File: src/rtl/eda_result_streamer_pkg.sv
// Shared types and helpers for the eda_regional_max result streamer.
package eda_pkg;

  localparam int EDA_I_WIDTH = 2;
  localparam int EDA_J_WIDTH = 2;

  typedef enum logic {
    IDLE   = 1'b0,
    STREAM = 1'b1
  } eda_stream_state_t;

  typedef struct packed {
    logic [EDA_I_WIDTH-1:0] i;
    logic [EDA_J_WIDTH-1:0] j;
  } eda_addr_t;

  // Width needed to hold a count of 0..cells inclusive.
  function automatic int eda_cnt_width(input int cells);
    return $clog2(cells + 1);
  endfunction

endpackage

File: src/rtl/eda_next_one_finder.sv
// Combinational search for the first set bit at or above a start index.
// Only built when EDA_RESULT_SPARSE_EN is defined; the dense streamer has no use for it.
`ifdef EDA_RESULT_SPARSE_EN
module eda_next_one_finder #(
  parameter int W     = 16,
  parameter int IDX_W = 5
) (
  input  logic [W-1:0]     vec,
  input  logic [IDX_W-1:0] start,
  output logic             found,
  output logic [IDX_W-1:0] idx,
  output logic             is_last
);

  always_comb begin
    found   = 1'b0;
    idx     = '0;
    is_last = 1'b0;
    // Scanning downward leaves the lowest qualifying bit in idx.
    for (int k = W - 1; k >= 0; k--) begin
      if (vec[k] && (k >= int'(start))) begin
        found = 1'b1;
        idx   = IDX_W'(k);
      end
    end
    is_last = found;
    for (int k = 0; k < W; k++) begin
      if (vec[k] && (IDX_W'(k) > idx)) is_last = 1'b0;
    end
  end

endmodule
`endif

File: src/rtl/eda_result_streamer.sv
// Snapshots the eda_regional_max bitmap on done rising and streams it as {i,j} beats.
// Build option EDA_RESULT_SPARSE_EN: emit only set pixels instead of every pixel.
module eda_result_streamer
  import eda_pkg::*;
#(
  parameter int M          = 4,
  parameter int N          = 4,
  parameter int I_WIDTH    = 2,
  parameter int J_WIDTH    = 2,
  parameter int ADDR_WIDTH = I_WIDTH + J_WIDTH,
  parameter int CNT_WIDTH  = eda_cnt_width(M * N)
) (
  input  logic                  clk,
  input  logic                  reset_n,
  input  logic                  done_in,
  input  logic [M-1:0][N-1:0]   matrix_in,
  output logic                  out_valid,
  input  logic                  out_ready,
  output logic [ADDR_WIDTH-1:0] out_addr,
  output logic                  out_bit,
  output logic                  out_last,
  output logic [CNT_WIDTH-1:0]  max_count,
  output logic                  busy,
  output logic                  overrun,
  input  logic                  clr_overrun
);

  localparam int CELLS = M * N;
  localparam logic [CNT_WIDTH-1:0] LAST_IDX = CNT_WIDTH'(CELLS - 1);

  eda_stream_state_t state, state_next;

  logic                 done_d, done_rise;
  logic                 hs, last_hs, capture, drop;
  logic [CELLS-1:0]     matrix_flat, snap;
  logic [CNT_WIDTH-1:0] ptr, ptr_inc;
  logic [CNT_WIDTH-1:0] cap_idx, adv_idx;
  logic                 cap_bit, cap_last, adv_bit, adv_last;

  function automatic logic [CNT_WIDTH-1:0] popcount(input logic [CELLS-1:0] v);
    logic [CNT_WIDTH-1:0] cnt;
    cnt = '0;
    for (int k = 0; k < CELLS; k++) cnt = cnt + CNT_WIDTH'(v[k]);
    return cnt;
  endfunction

  // Flat raster index i*N+j to the packed {i,j} beat address.
  function automatic logic [ADDR_WIDTH-1:0] to_addr(input logic [CNT_WIDTH-1:0] idx);
    int row, col;
    row = int'(idx) / N;
    col = int'(idx) % N;
    return {I_WIDTH'(row), J_WIDTH'(col)};
  endfunction

  assign matrix_flat = matrix_in;
  assign done_rise   = done_in & ~done_d;
  assign hs          = out_valid & out_ready;
  assign last_hs     = hs & out_last;
  // A rising done is only taken when the core is free or the frame is closing this cycle.
  assign capture     = done_rise & ((state == IDLE) | last_hs);
  assign drop        = done_rise & (state == STREAM) & ~last_hs;
  assign ptr_inc     = ptr + CNT_WIDTH'(1);

`ifdef EDA_RESULT_SPARSE_EN
  logic                 cap_found, cap_f_last, adv_found;
  logic [CNT_WIDTH-1:0] cap_f_idx;

  eda_next_one_finder #(.W(CELLS), .IDX_W(CNT_WIDTH)) u_cap_finder (
    .vec     (matrix_flat),
    .start   ({CNT_WIDTH{1'b0}}),
    .found   (cap_found),
    .idx     (cap_f_idx),
    .is_last (cap_f_last)
  );

  eda_next_one_finder #(.W(CELLS), .IDX_W(CNT_WIDTH)) u_adv_finder (
    .vec     (snap),
    .start   (ptr_inc),
    .found   (adv_found),
    .idx     (adv_idx),
    .is_last (adv_last)
  );

  // An empty snapshot still emits one terminating beat at address 0.
  assign cap_idx  = cap_found ? cap_f_idx : '0;
  assign cap_bit  = cap_found;
  assign cap_last = cap_found ? cap_f_last : 1'b1;
  assign adv_bit  = adv_found;
`else
  localparam int IDX_W = (CELLS > 1) ? $clog2(CELLS) : 1;

  assign cap_idx  = '0;
  assign cap_bit  = matrix_flat[0];
  assign cap_last = (CELLS == 1);
  assign adv_idx  = ptr_inc;
  assign adv_bit  = snap[ptr_inc[IDX_W-1:0]];
  assign adv_last = (ptr_inc == LAST_IDX);
`endif

  always_ff @(posedge clk or negedge reset_n) begin
    if (!reset_n) state <= IDLE;
    else          state <= state_next;
  end

  always_comb begin
    state_next = state;
    case (state)
      IDLE:    if (capture) state_next = STREAM;
      STREAM:  if (last_hs && !capture) state_next = IDLE;
      default: state_next = IDLE;
    endcase
  end

  always_comb begin
    out_valid = (state == STREAM);
    busy      = (state == STREAM);
  end

  always_ff @(posedge clk or negedge reset_n) begin
    if (!reset_n) begin
      done_d    <= 1'b0;
      ptr       <= '0;
      out_addr  <= '0;
      out_bit   <= 1'b0;
      out_last  <= 1'b0;
      max_count <= '0;
      overrun   <= 1'b0;
    end else begin
      done_d <= done_in;
      if (drop)             overrun <= 1'b1;
      else if (clr_overrun) overrun <= 1'b0;
      if (capture) begin
        max_count <= popcount(matrix_flat);
        ptr       <= cap_idx;
        out_addr  <= to_addr(cap_idx);
        out_bit   <= cap_bit;
        out_last  <= cap_last;
      end else if (last_hs) begin
        ptr      <= '0;
        out_addr <= '0;
        out_bit  <= 1'b0;
        out_last <= 1'b0;
      end else if (hs) begin
        ptr      <= adv_idx;
        out_addr <= to_addr(adv_idx);
        out_bit  <= adv_bit;
        out_last <= adv_last;
      end
    end
  end

  // Snapshot is pure data: only meaningful while streaming, so it carries no reset.
  always_ff @(posedge clk) begin
    if (capture) snap <= matrix_flat;
  end

endmodule

File: config.mk
export PLATFORM = sky130hd
export DESIGN_NAME = eda_result_streamer
export DESIGN_NICKNAME = d
export VERILOG_FILES = /design/src/rtl/eda_result_streamer_pkg.sv /design/src/rtl/eda_next_one_finder.sv /design/src/rtl/eda_result_streamer.sv
export SDC_FILE = /design/constraint.sdc
export NUM_CORES = 1
export LEC_CHECK = 0
export BUFFER_PORTS_ARGS = -buffer_cell sky130_fd_sc_hd__buf_4
export CAP_MARGIN = 10
export CORE_ASPECT_RATIO = 1.1
export CORE_MARGIN = 2
export CORE_UTILIZATION = 45
export CTS_CLUSTER_DIAMETER = 40
export DETAILED_ROUTE_END_ITERATION = 6
export PLACE_DENSITY_LB_ADDON = 0.3
export SYNTH_ARGS = -nofsm -noshare
export SYNTH_HDL_FRONTEND = slang
export SYNTH_HIERARCHICAL = 1
export SYNTH_SLANG_ARGS = --single-unit
File: constraint.sdc
create_clock -name clk -period 2.45 [get_ports clk]
set_clock_uncertainty 0.15 [all_clocks]
set_input_delay 0.245 -clock clk [delete_from_list [all_inputs] [get_ports clk]]
set_output_delay 0.245 -clock clk [all_outputs]
set_load 0.02 [all_outputs]
* Yosys cells after proc, flatten, opt, wreduce, memory -nomap -nowiden *
Index checks and enable logic that the tools add are counted.

storage, ports and cells
  input bits = 21
  logic and storage cells = 60
  register bits after elaboration = 35

operators by class
  reduce and logical (&&, ||, !) cells = 4
  magnitude comparators = 1
  bitwise logic cells = 10
  eq/ne operators = 1
  muxes and demuxes = 19
  add/subtract/negate cells = 16

operators with widths
  cell                                                  count
  adder 5 x 1 -> 5 bit                                  11
  two-way mux 5 bit                                     3
  two-way mux 4 bit                                     3
  two-way mux 1 bit                                     11
  bitwise AND 1 bit                                     6
  adder 4 x 1 -> 5 bit                                  1
  adder 5 x 1 -> 5 bit (second input constant)          1
  equality test 5 x 4 -> 1 bit (second input constant)  1
  < comparator 4 x 5 -> 1 bit (second input constant)   1
  adder 3 x 1 -> 4 bit                                  1
  binary-select mux 1 bit (select 4 bit)                1
  adder 2 x 1 -> 3 bit                                  1
  NOT 1 bit                                             3
  nonzero test 3 bit                                    1
  adder 1 x 1 -> 2 bit                                  1
  case mux 1 bit (2 select lines)                       1
  nonzero test 2 bit                                    1
  logical AND 1 bit                                     1
  logical NOT 1 bit                                     1
  OR 1 bit                                              1

* Longest topological paths before layout *
Gate-level depths: netlist of run 1.

  depth after elaboration = 15
  mapped depth = 13
  mapped depth without buffers = 13

* Least setup slack after synthesis of run 1 *
No wires, ideal clock.

  kind = input -> register
  from = input matrix_in[0] (netlist name)
  to = register max_count[3]
  path slack = -1.014 ns
  setup time = 0.127 ns
  arrival = 3.186 ns
  data required time = 2.173 ns
  cell stages on the path = 11
  cell sequence = inv_1 -> fa_1 -> fa_1 -> fa_1 -> fa_1 -> inv_1 -> ha_1 -> a21o_1 -> a21oi_1 -> xnor2_1 -> mux2_1

on the way
  longest elaborated chain between the ends = 15

RTL lines
  item                                 line                        RTL
  start, declared                      eda_result_streamer.sv:16   input logic [M-1:0][N-1:0] matrix_in,
  adder 1 x 1 -> 2 bit                 eda_result_streamer.sv:43   for (int k = 0; k < CELLS; k++) cnt = cnt + CNT_WIDTH'(v[k]);
  adder 2 x 1 -> 3 bit                 eda_result_streamer.sv:43
  adder 3 x 1 -> 4 bit                 eda_result_streamer.sv:43
  adder 4 x 1 -> 5 bit                 eda_result_streamer.sv:43
  adder 5 x 1 -> 5 bit (11 in series)  eda_result_streamer.sv:43
  end signal, assigned                 eda_result_streamer.sv:133  max_count <= popcount(matrix_flat);
  end, declared                        eda_result_streamer.sv:22   output logic [CNT_WIDTH-1:0] max_count,

Every way passes these cells.
A chain may end at the register's enable or synchronous reset.

* Final worst setup path of run 1 *
  from = input matrix_in[1] (netlist name)
  to = register max_count[4]

Same word-level chain as after synthesis.

==> report_table.html, run 1 <==
<table>
<tr><th>Metric</th><th>Value</th></tr>
<tr><th colspan="2">Logic synthesis</th></tr>
<tr><td>Prevailing post-synth register cell</td><td>edfxtp_1</td></tr>
<tr><td>Yosys Warn Count</td><td>6</td></tr>
<tr><td>Syn avg cell area</td><td>13.8 µm²</td></tr>
<tr><td>Number of distinct standard cells referenced by the synthesized netlist</td><td>33</td></tr>
<tr><td>Cells after synthesis</td><td>124</td></tr>
<tr><td>Number of synthesized flops with an enable pin</td><td>16</td></tr>
<tr><td>Net count of the mapped netlist</td><td>162</td></tr>
<tr><td>Total of flip-flops plus latches after synthesis</td><td>31</td></tr>
<tr><td>Cell Area, Synth</td><td>0.00172 mm²</td></tr>
<tr><td>Async set or reset register ratio after synthesis</td><td>48.4%</td></tr>
<tr><td>Sequential fraction of the synthesis area</td><td>49.9%</td></tr>
<tr><th colspan="2">Setup path</th></tr>
<tr><td>Kind of start point of the critical path</td><td>input pin</td></tr>
<tr><td>Required time worst endpoint</td><td>2.46 ns</td></tr>
<tr><td>Critical path endpoint category</td><td>register</td></tr>
<tr><td>Largest fanout on the critical path</td><td>2</td></tr>
<tr><td>Slowest cell delay on critical path</td><td>0.57 ns</td></tr>
<tr><td>WP data arrival</td><td>3.28 ns</td></tr>
<tr><td>CP top delay family</td><td>adder cells</td></tr>
<tr><td>Reg2reg setup slack</td><td>0.48 ns</td></tr>
<tr><td>Cell type of the slowest stage on the worst timing path</td><td>fa_1</td></tr>
<tr><td>Worst path buffer plus inverter count</td><td>3</td></tr>
<tr><td>Most frequent cell on the critical path</td><td>fa_1</td></tr>
<tr><td>Crit-path cells</td><td>buf_4, inv_1, fa_1, fa_1, fa_2, fa_1, inv_2, ha_4, fa_2, a21o_1, nand3_1, o21ai_1</td></tr>
<tr><td>Path type of the worst setup path</td><td>input pin to register</td></tr>
<tr><th colspan="2">Timing</th></tr>
<tr><td>Transition time at the pin with the least slew margin</td><td>0.383 ns</td></tr>
<tr><td>Count of endpoints failing hold in the final timing report</td><td>0</td></tr>
<tr><td>Least setup slack across all paths after layout</td><td>-0.823 ns</td></tr>
<tr><td>Period Utilization, post-route</td><td>134%</td></tr>
<tr><td>Post-layout minimum cycle time</td><td>3.27 ns</td></tr>
<tr><td>Maximum clock frequency</td><td>0.306 GHz</td></tr>
<tr><td>Setup violations, final</td><td>5</td></tr>
<tr><td>Setup repair after global routing missed its margin</td><td>true</td></tr>
<tr><td>Pins Over Slew Limit</td><td>0</td></tr>
<tr><td>Worst rel slew slack</td><td>74.4%</td></tr>
<tr><th colspan="2">Routing</th></tr>
<tr><td>First-pass detailed-route iteration total</td><td>4</td></tr>
<tr><td>Routed len/inst</td><td>14.1 µm</td></tr>
<tr><td>Detailed-route wire length</td><td>3220 µm</td></tr>
<tr><td>Number of design rule violations left after detail routing</td><td>0</td></tr>
<tr><td>Vias per inst</td><td>4.79</td></tr>
<tr><td>DRT antenna net count</td><td>0</td></tr>
<tr><td>Via count</td><td>1098</td></tr>
<tr><td>Initial drt markers</td><td>31</td></tr>
<tr><th colspan="2">Floorplanning</th></tr>
<tr><td>Die outline width</td><td>62.9 µm</td></tr>
<tr><td>Area of the placeable core</td><td>0.00365 mm²</td></tr>
<tr><td>I/O pins</td><td>35</td></tr>
<tr><td>Die H</td><td>68.8 µm</td></tr>
<tr><td>Die Footprint</td><td>0.00433 mm²</td></tr>
<tr><td>Cell Rows</td><td>23</td></tr>
<tr><td>Starting Density</td><td>47.0%</td></tr>
<tr><th colspan="2">Place</th></tr>
<tr><td>Weighted congestion reported at the end of routability-driven placement</td><td>0.786</td></tr>
<tr><td>Count of buffers inserted at the top-level ports</td><td>34</td></tr>
<tr><td>Placed Cells incl. Taps</td><td>208</td></tr>
<tr><td>Final HPWL DP</td><td>2420 µm</td></tr>
<tr><td>Area after DPL</td><td>0.00206 mm²</td></tr>
<tr><th colspan="2">Power</th></tr>
<tr><td>Portion of total power attributed to sequential cells</td><td>32.2%</td></tr>
<tr><td>Maximum VDD drop</td><td>670 µV</td></tr>
<tr><td>Part of the total power dissipated in combinational logic</td><td>48.9%</td></tr>
<tr><td>Internal power of the cells</td><td>1520 µW</td></tr>
<tr><td>PD cells</td><td>996 mW/mm²</td></tr>
<tr><td>Net switching share of the total power</td><td>34.5%</td></tr>
<tr><td>NetSw</td><td>802 µW</td></tr>
<tr><td>Clock network power share</td><td>18.9%</td></tr>
<tr><td>Leakage dissipation</td><td>0.00108 µW</td></tr>
<tr><td>Overall power of the completed layout</td><td>2330 µW</td></tr>
<tr><th colspan="2">Clock tree</th></tr>
<tr><td>Clock-pin slew on the worst setup and hold paths</td><td>0.07 ns</td></tr>
<tr><td>Source-to-sink clock delay at the later pin of the worst-skew pair</td><td>0.28 ns</td></tr>
<tr><td>Buffer type at the clock tree root</td><td>clkbuf_8</td></tr>
<tr><td>TritonCTS clock tree</td><td>built</td></tr>
<tr><td>CTS Buf Count</td><td>5</td></tr>
<tr><td>Clk sink count</td><td>31</td></tr>
<tr><td>Clock buffer depth</td><td>2</td></tr>
<tr><td>Total number of H-tree levels</td><td>2</td></tr>
<tr><th colspan="2">Hold path</th></tr>
<tr><td>Kind of path behind the tightest hold check</td><td>input pin to register</td></tr>
<tr><th colspan="2">Final layout</th></tr>
<tr><td>Ratio of cells with drive above 1 in the final layout</td><td>37.4%</td></tr>
<tr><td>Final instance count without filler cells</td><td>229</td></tr>
<tr><td># diodes</td><td>0</td></tr>
<tr><td># nets final</td><td>216</td></tr>
<tr><td>Synth-to-Final Area Change</td><td>36.0%</td></tr>
<tr><td>Area of all placed cells without fillers</td><td>0.00233 mm²</td></tr>
<tr><th colspan="2">GRT</th></tr>
<tr><td>Overall Global Routing Usage</td><td>17.4%</td></tr>
<tr><td>Initial antenna violation count</td><td>0</td></tr>
<tr><td>Global-route wire length before repair</td><td>5460 µm</td></tr>
<tr><td>Number of global-route vias before repair</td><td>1145</td></tr>
<tr><td>Residual overflow from global routing</td><td>0</td></tr>
<tr><td>Largest net degree at the start of global routing</td><td>17</td></tr>
<tr><th colspan="2">Run</th></tr>
<tr><td>Count of max-cap constraint violations</td><td>0</td></tr>
<tr><th colspan="2">Outcome</th></tr>
<tr><td>Status</td><td>finished with violations</td></tr>
<tr><td>Failing checks</td><td>negative setup slack</td></tr>
</table>
==> path summary, 6_finish.rpt <==
path,start,end,cells after the start
max,matrix_in[1],max_count[4],12
min,matrix_in[0],snap[0],1
max reg2reg,out_addr[0],out_bit,6
min reg2reg,max_count[3],max_count[3],1
max in group asynchronous,reset_n,out_addr[2],2
min in group asynchronous,reset_n,max_count[3],2
==> layout by cell type (no fill, tap or decap), types with 4 or more instances in the layout <==
cell type / Yosys / routed
inv_2: 0 / 5
fa_1: 10 / 8
nand2_1: 4 / 4
mux4_1: 4 / 4
inv_1: 24 / 17
edfxtp_1: 16 / 16
buf_6: 1 / 4
dlygate4sd3_1: 0 / 12
clkbuf_8: 0 / 5
dfrtp_1: 15 / 15
ha_1: 7 / 6
buf_4: 5 / 36
==> timing repair <==
action	4_1_cts	5_1_grt
setup buffers	0	1
cloned	0	0
hold buffers	11	1
endpoints found under the setup margin	5	5
gates resized for setup	12	6
hold endpoints to repair	26	1
pin swaps	4	6
==> registers in the layout (all words and copies together), names as in the netlist <==
name and count:
snap 16, max_count 5, out_addr 3, ptr 2, busy 1, done_d 1, out_bit 1, out_last 1
overrun 1
==> routing by layer <==
layer  vias up  track usage [%]  wire length (µm)  part of all wire, %
li1        529                -                 -                    -
met1       544             21.0              1330                   41
met3         7             4.38               114                  3.5
met5         -                0                 0                    0
met4         0             7.50                57                  1.8
met2        18             30.3              1720                   53
==> power groups by stage <==
stage | combinational [µW] | clock [µW] | sequential (µW)
detailed placement | 1090 | 0 | 757
finish | 1140 | 440 | 748
global route | 1250 | 473 | 768
global placement | 1080 | 0 | 751
CTS | 1160 | 451 | 750
floorplan | 709 | 0 | 809
==> logic make-up after synthesis <==
family                     after synthesis  share of synthesized area, %
buffers and inverters                   31                          8.38
DFF                                     31                          49.9
adders and majority gates               17                          16.8
and+or+nand+nor                         15                          4.88
AOI/OAI and AO/OA                       14                          5.98
muxes                                   11                          10.5
xor gates and xnor gates                 5                          3.64
==> cell usage after synthesis, types with 2 or more instances <==
cell	number	area, µm²
inv_1	24	90.1
mux2i_1	3	30.0
a21o_1	3	22.5
mux2_2	2	22.5
xnor2_1	3	26.3
mux2_1	2	22.5
nand3_1	3	15.0
fa_1	10	200
buf_4	5	37.5
a21oi_1	3	15.0
ha_1	7	87.6
dfrtp_1	15	375
nor2_1	3	11.3
nand2_1	4	15.0
mux4_1	4	105
edfxtp_1	16	480
==> layout make-up <==
class / instances / area, µm²
fill: 290 / 1320
sequential: 31 / 856
multi-input combinational: 62 / 753
timing repair buffer: 54 / 465
inverter: 24 / 95.1
clock buffer: 6 / 93.8
tap: 50 / 62.6
clock inverter: 2 / 8.76
==> per-stage QoR <==
stage          TNS (ns)  utilization, %  hold slack [ns]  setup slack, ns
2_1_floorplan     -4.15               -           -0.201           -0.960
3_3_place_gp      -5.08            56.3          -0.0419            -1.11
3_5_place_dp      -5.18            56.3          -0.0400            -1.16
4_1_cts           -3.53            63.0          -0.0155           -0.817
5_1_grt           -3.91            63.9         0.000792           -0.908
6_report          -3.57            63.9          0.00605           -0.823
No activity file was read; power rests on OpenSTA's default activity.
==> run 2, diff against run 1 <==
--- a/config.mk
+++ b/config.mk
@@ -12,6 +12,7 @@
 export CORE_UTILIZATION = 45
 export CTS_CLUSTER_DIAMETER = 40
 export DETAILED_ROUTE_END_ITERATION = 6
+export GPL_TIMING_DRIVEN = 0
 export PLACE_DENSITY_LB_ADDON = 0.3
 export SYNTH_ARGS = -nofsm -noshare
 export SYNTH_HDL_FRONTEND = slang
==> run 2 against run 1 <==
Against the previous run:
- the flow still finishes with violations (negative setup slack)
- cell count increased by 2.2%
- die area stayed put
- non-clock buffer count increased by 5
- highest routed layer unchanged
- routed wire length grew 4.8%
- via count increased by 4.1%
- sequential power decreased by 0.5%
- cell area increased by 0.21%
- global-route usage rose by 0.76 points
==> report_table.html, run 2 (synthesis gave the netlist of run 1 again) <==
<table>
<tr><th>Metric</th><th>Value</th></tr>
<tr><th colspan="2">Timing</th></tr>
<tr><td>Least setup slack across all paths after layout</td><td>-0.831 ns</td></tr>
<tr><td>Setup repair after global routing missed its margin</td><td>true</td></tr>
<tr><td>Transition time at the pin with the least slew margin</td><td>0.544 ns</td></tr>
<tr><td>Setup violations, final</td><td>5</td></tr>
<tr><td>Pins Over Slew Limit</td><td>0</td></tr>
<tr><td>Worst rel slew slack</td><td>63.7%</td></tr>
<tr><td>Setup TNS</td><td>-3.61 ns</td></tr>
<tr><td>Period Utilization, post-route</td><td>134%</td></tr>
<tr><td>Count of endpoints failing hold in the final timing report</td><td>0</td></tr>
<tr><td>Maximum clock frequency</td><td>0.305 GHz</td></tr>
<tr><td>Post-layout minimum cycle time</td><td>3.28 ns</td></tr>
<tr><th colspan="2">Floorplanning</th></tr>
<tr><td>Die outline width</td><td>62.9 µm</td></tr>
<tr><td>Starting Density</td><td>47.0%</td></tr>
<tr><td>I/O pins</td><td>35</td></tr>
<tr><td>Cell Rows</td><td>23</td></tr>
<tr><td>Die Footprint</td><td>0.00433 mm²</td></tr>
<tr><td>Area of the placeable core</td><td>0.00365 mm²</td></tr>
<tr><td>Die H</td><td>68.8 µm</td></tr>
<tr><th colspan="2">Routing</th></tr>
<tr><td>Detailed-route wire length</td><td>3370 µm</td></tr>
<tr><td>DRT antenna net count</td><td>0</td></tr>
<tr><td>Routed len/inst</td><td>14.4 µm</td></tr>
<tr><td>Initial drt markers</td><td>41</td></tr>
<tr><td>Number of design rule violations left after detail routing</td><td>0</td></tr>
<tr><td>Via count</td><td>1143</td></tr>
<tr><td>First-pass detailed-route iteration total</td><td>4</td></tr>
<tr><td>Vias per inst</td><td>4.88</td></tr>
<tr><th colspan="2">Clock tree</th></tr>
<tr><td>TritonCTS clock tree</td><td>built</td></tr>
<tr><td>CTS Buf Count</td><td>5</td></tr>
<tr><td>Clk sink count</td><td>31</td></tr>
<tr><td>Clock-pin slew on the worst setup and hold paths</td><td>0.07 ns</td></tr>
<tr><td>Buffer type at the clock tree root</td><td>clkbuf_8</td></tr>
<tr><td>Total number of H-tree levels</td><td>2</td></tr>
<tr><td>Postcts setup bufs</td><td>0</td></tr>
<tr><td>Clock buffer depth</td><td>2</td></tr>
<tr><td>Source-to-sink clock delay at the later pin of the worst-skew pair</td><td>0.29 ns</td></tr>
<tr><th colspan="2">GRT</th></tr>
<tr><td>Largest net degree at the start of global routing</td><td>26</td></tr>
<tr><td>Global-route wire length before repair</td><td>5700 µm</td></tr>
<tr><td>Overall Global Routing Usage</td><td>18.2%</td></tr>
<tr><td>Residual overflow from global routing</td><td>0</td></tr>
<tr><td>Number of global-route vias before repair</td><td>1248</td></tr>
<tr><td>Initial antenna violation count</td><td>0</td></tr>
<tr><th colspan="2">Setup path</th></tr>
<tr><td>Slowest cell delay on critical path</td><td>0.52 ns</td></tr>
<tr><td>Crit-path cells</td><td>buf_6, fa_1, inv_1, fa_1, fa_2, fa_1, inv_2, ha_4, fa_2, a21o_1, nand3_2, o21ai_1</td></tr>
<tr><td>Required time worst endpoint</td><td>2.45 ns</td></tr>
<tr><td>Cell type of the slowest stage on the worst timing path</td><td>fa_1</td></tr>
<tr><td>Largest fanout on the critical path</td><td>2</td></tr>
<tr><td>CP top delay family</td><td>adder cells</td></tr>
<tr><td>Worst path buffer plus inverter count</td><td>3</td></tr>
<tr><td>Path type of the worst setup path</td><td>input pin to register</td></tr>
<tr><td>Most frequent cell on the critical path</td><td>fa_1</td></tr>
<tr><td>Kind of start point of the critical path</td><td>input pin</td></tr>
<tr><td>WP data arrival</td><td>3.28 ns</td></tr>
<tr><td>Critical path endpoint category</td><td>register</td></tr>
<tr><th colspan="2">Hold path</th></tr>
<tr><td>Kind of path behind the tightest hold check</td><td>input pin to register</td></tr>
<tr><th colspan="2">Final layout</th></tr>
<tr><td>Largest Register</td><td>snap</td></tr>
<tr><td>Leading registers by flop count</td><td>snap (16), max_count (5), out_addr (3)</td></tr>
<tr><td>Most common cell after layout, fill and taps aside</td><td>buf_4</td></tr>
<tr><td># diodes</td><td>0</td></tr>
<tr><td># nets final</td><td>221</td></tr>
<tr><td>Commonest cells after routing, fill and taps aside</td><td>37 x buf_4, 21 x inv_1, 18 x dlygate4sd3_1</td></tr>
<tr><td>Synth-to-Final Area Change</td><td>36.3%</td></tr>
<tr><td>Ratio of cells with drive above 1 in the final layout</td><td>33.7%</td></tr>
<tr><td>Number of flip-flops in the largest register</td><td>16</td></tr>
<tr><th colspan="2">Place</th></tr>
<tr><td>Weighted congestion reported at the end of routability-driven placement</td><td>0.778</td></tr>
<tr><td>Final HPWL DP</td><td>2540 µm</td></tr>
<tr><td>Count of buffers inserted at the top-level ports</td><td>34</td></tr>
<tr><th colspan="2">Power</th></tr>
<tr><td>Maximum VDD drop</td><td>692 µV</td></tr>
<tr><td>PD cells</td><td>971 mW/mm²</td></tr>
<tr><td>Leakage dissipation</td><td>0.00109 µW</td></tr>
<tr><td>Overall power of the completed layout</td><td>2270 µW</td></tr>
<tr><th colspan="2">Run</th></tr>
<tr><td>Count of max-cap constraint violations</td><td>0</td></tr>
<tr><th colspan="2">Outcome</th></tr>
<tr><td>Status</td><td>finished with violations</td></tr>
<tr><td>Failing checks</td><td>negative setup slack</td></tr>
</table>
run 2: final timing paths:
| path | end | cells past startpoint | slack, ns | from |
|---|---|---|---|---|
| setup / recovery | max_count[4] | 12 | -0.83 | matrix_in[11] |
| max in group asynchronous | out_addr[0] | 2 | 1.78 | reset_n |
| hold / removal | snap[2] | 1 | 0.02 | matrix_in[2] |
| hold reg to reg | max_count[3] | 1 | 0.34 | max_count[3] |
| min in group asynchronous | max_count[0] | 2 | 0.19 | reset_n |
| setup reg to reg | out_bit | 7 | 0.38 | out_addr[0] |
run 2: cell type report:
class / count / area [µm²]
inverters: 24 / 90.1
repair buffers: 52 / 443
flip-flops and latches: 31 / 856
plain buffers: 7 / 53.8
well taps: 50 / 62.6
fillers: 272 / 1320
clock inverters: 2 / 11.3
clock buffers: 6 / 72.6
multi-input cells: 62 / 751
run 2: worst register-to-register path, delay by kind of cell (launching register included):
kind | cells | cell delay [ns]
buffers and inverters | 2 | 0.20
flip-flops | 1 | 0.38
adder cells (fa/ha/maj) | 1 | 0.38
multiplexers | 3 | 0.56
AO/OA/AOI/OAI | 1 | 0.30
run 2: what timing repair did:
| item | CTS | global route |
|---|---|---|
| pin swaps | 2 | 0 |
| hold buffers | 15 | 3 |
| setup endpoints to repair | 5 | 5 |
| hold endpoints to repair | 29 | 3 |
| gates resized for setup | 5 | 1 |
run 2: routing by layer:
metal  up-vias  part of all wire [%]  track usage [%]
li1        536                     -                -
met1       572                    37             19.2
met2        23                    56             33.1
met3        12                   3.8             5.68
met4         0                   2.5             10.0
met5         -                     0                0
run 2: per-stage QoR:
stage	setup slack (ns)	util (%)	hold slack, ns	cells	area [µm²]
floorplan	-0.960	-	-0.201	124	1740
global placement	-1.15	56.4	-0.0431	208	2060
finish	-0.831	64.0	0.0210	234	2340
CTS	-0.836	63.1	0.000901	231	2310
global route	-0.949	64.0	0.00816	234	2340
detailed placement	-1.22	56.4	-0.0379	208	2060
run 2: report_power, final:
part,internal [µW],leakage (µW),total [µW],switching (µW)
clock,199,0.0000455,400,201
sequential,655,0.000328,744,89.0
combinational,595,0.000712,1130,532
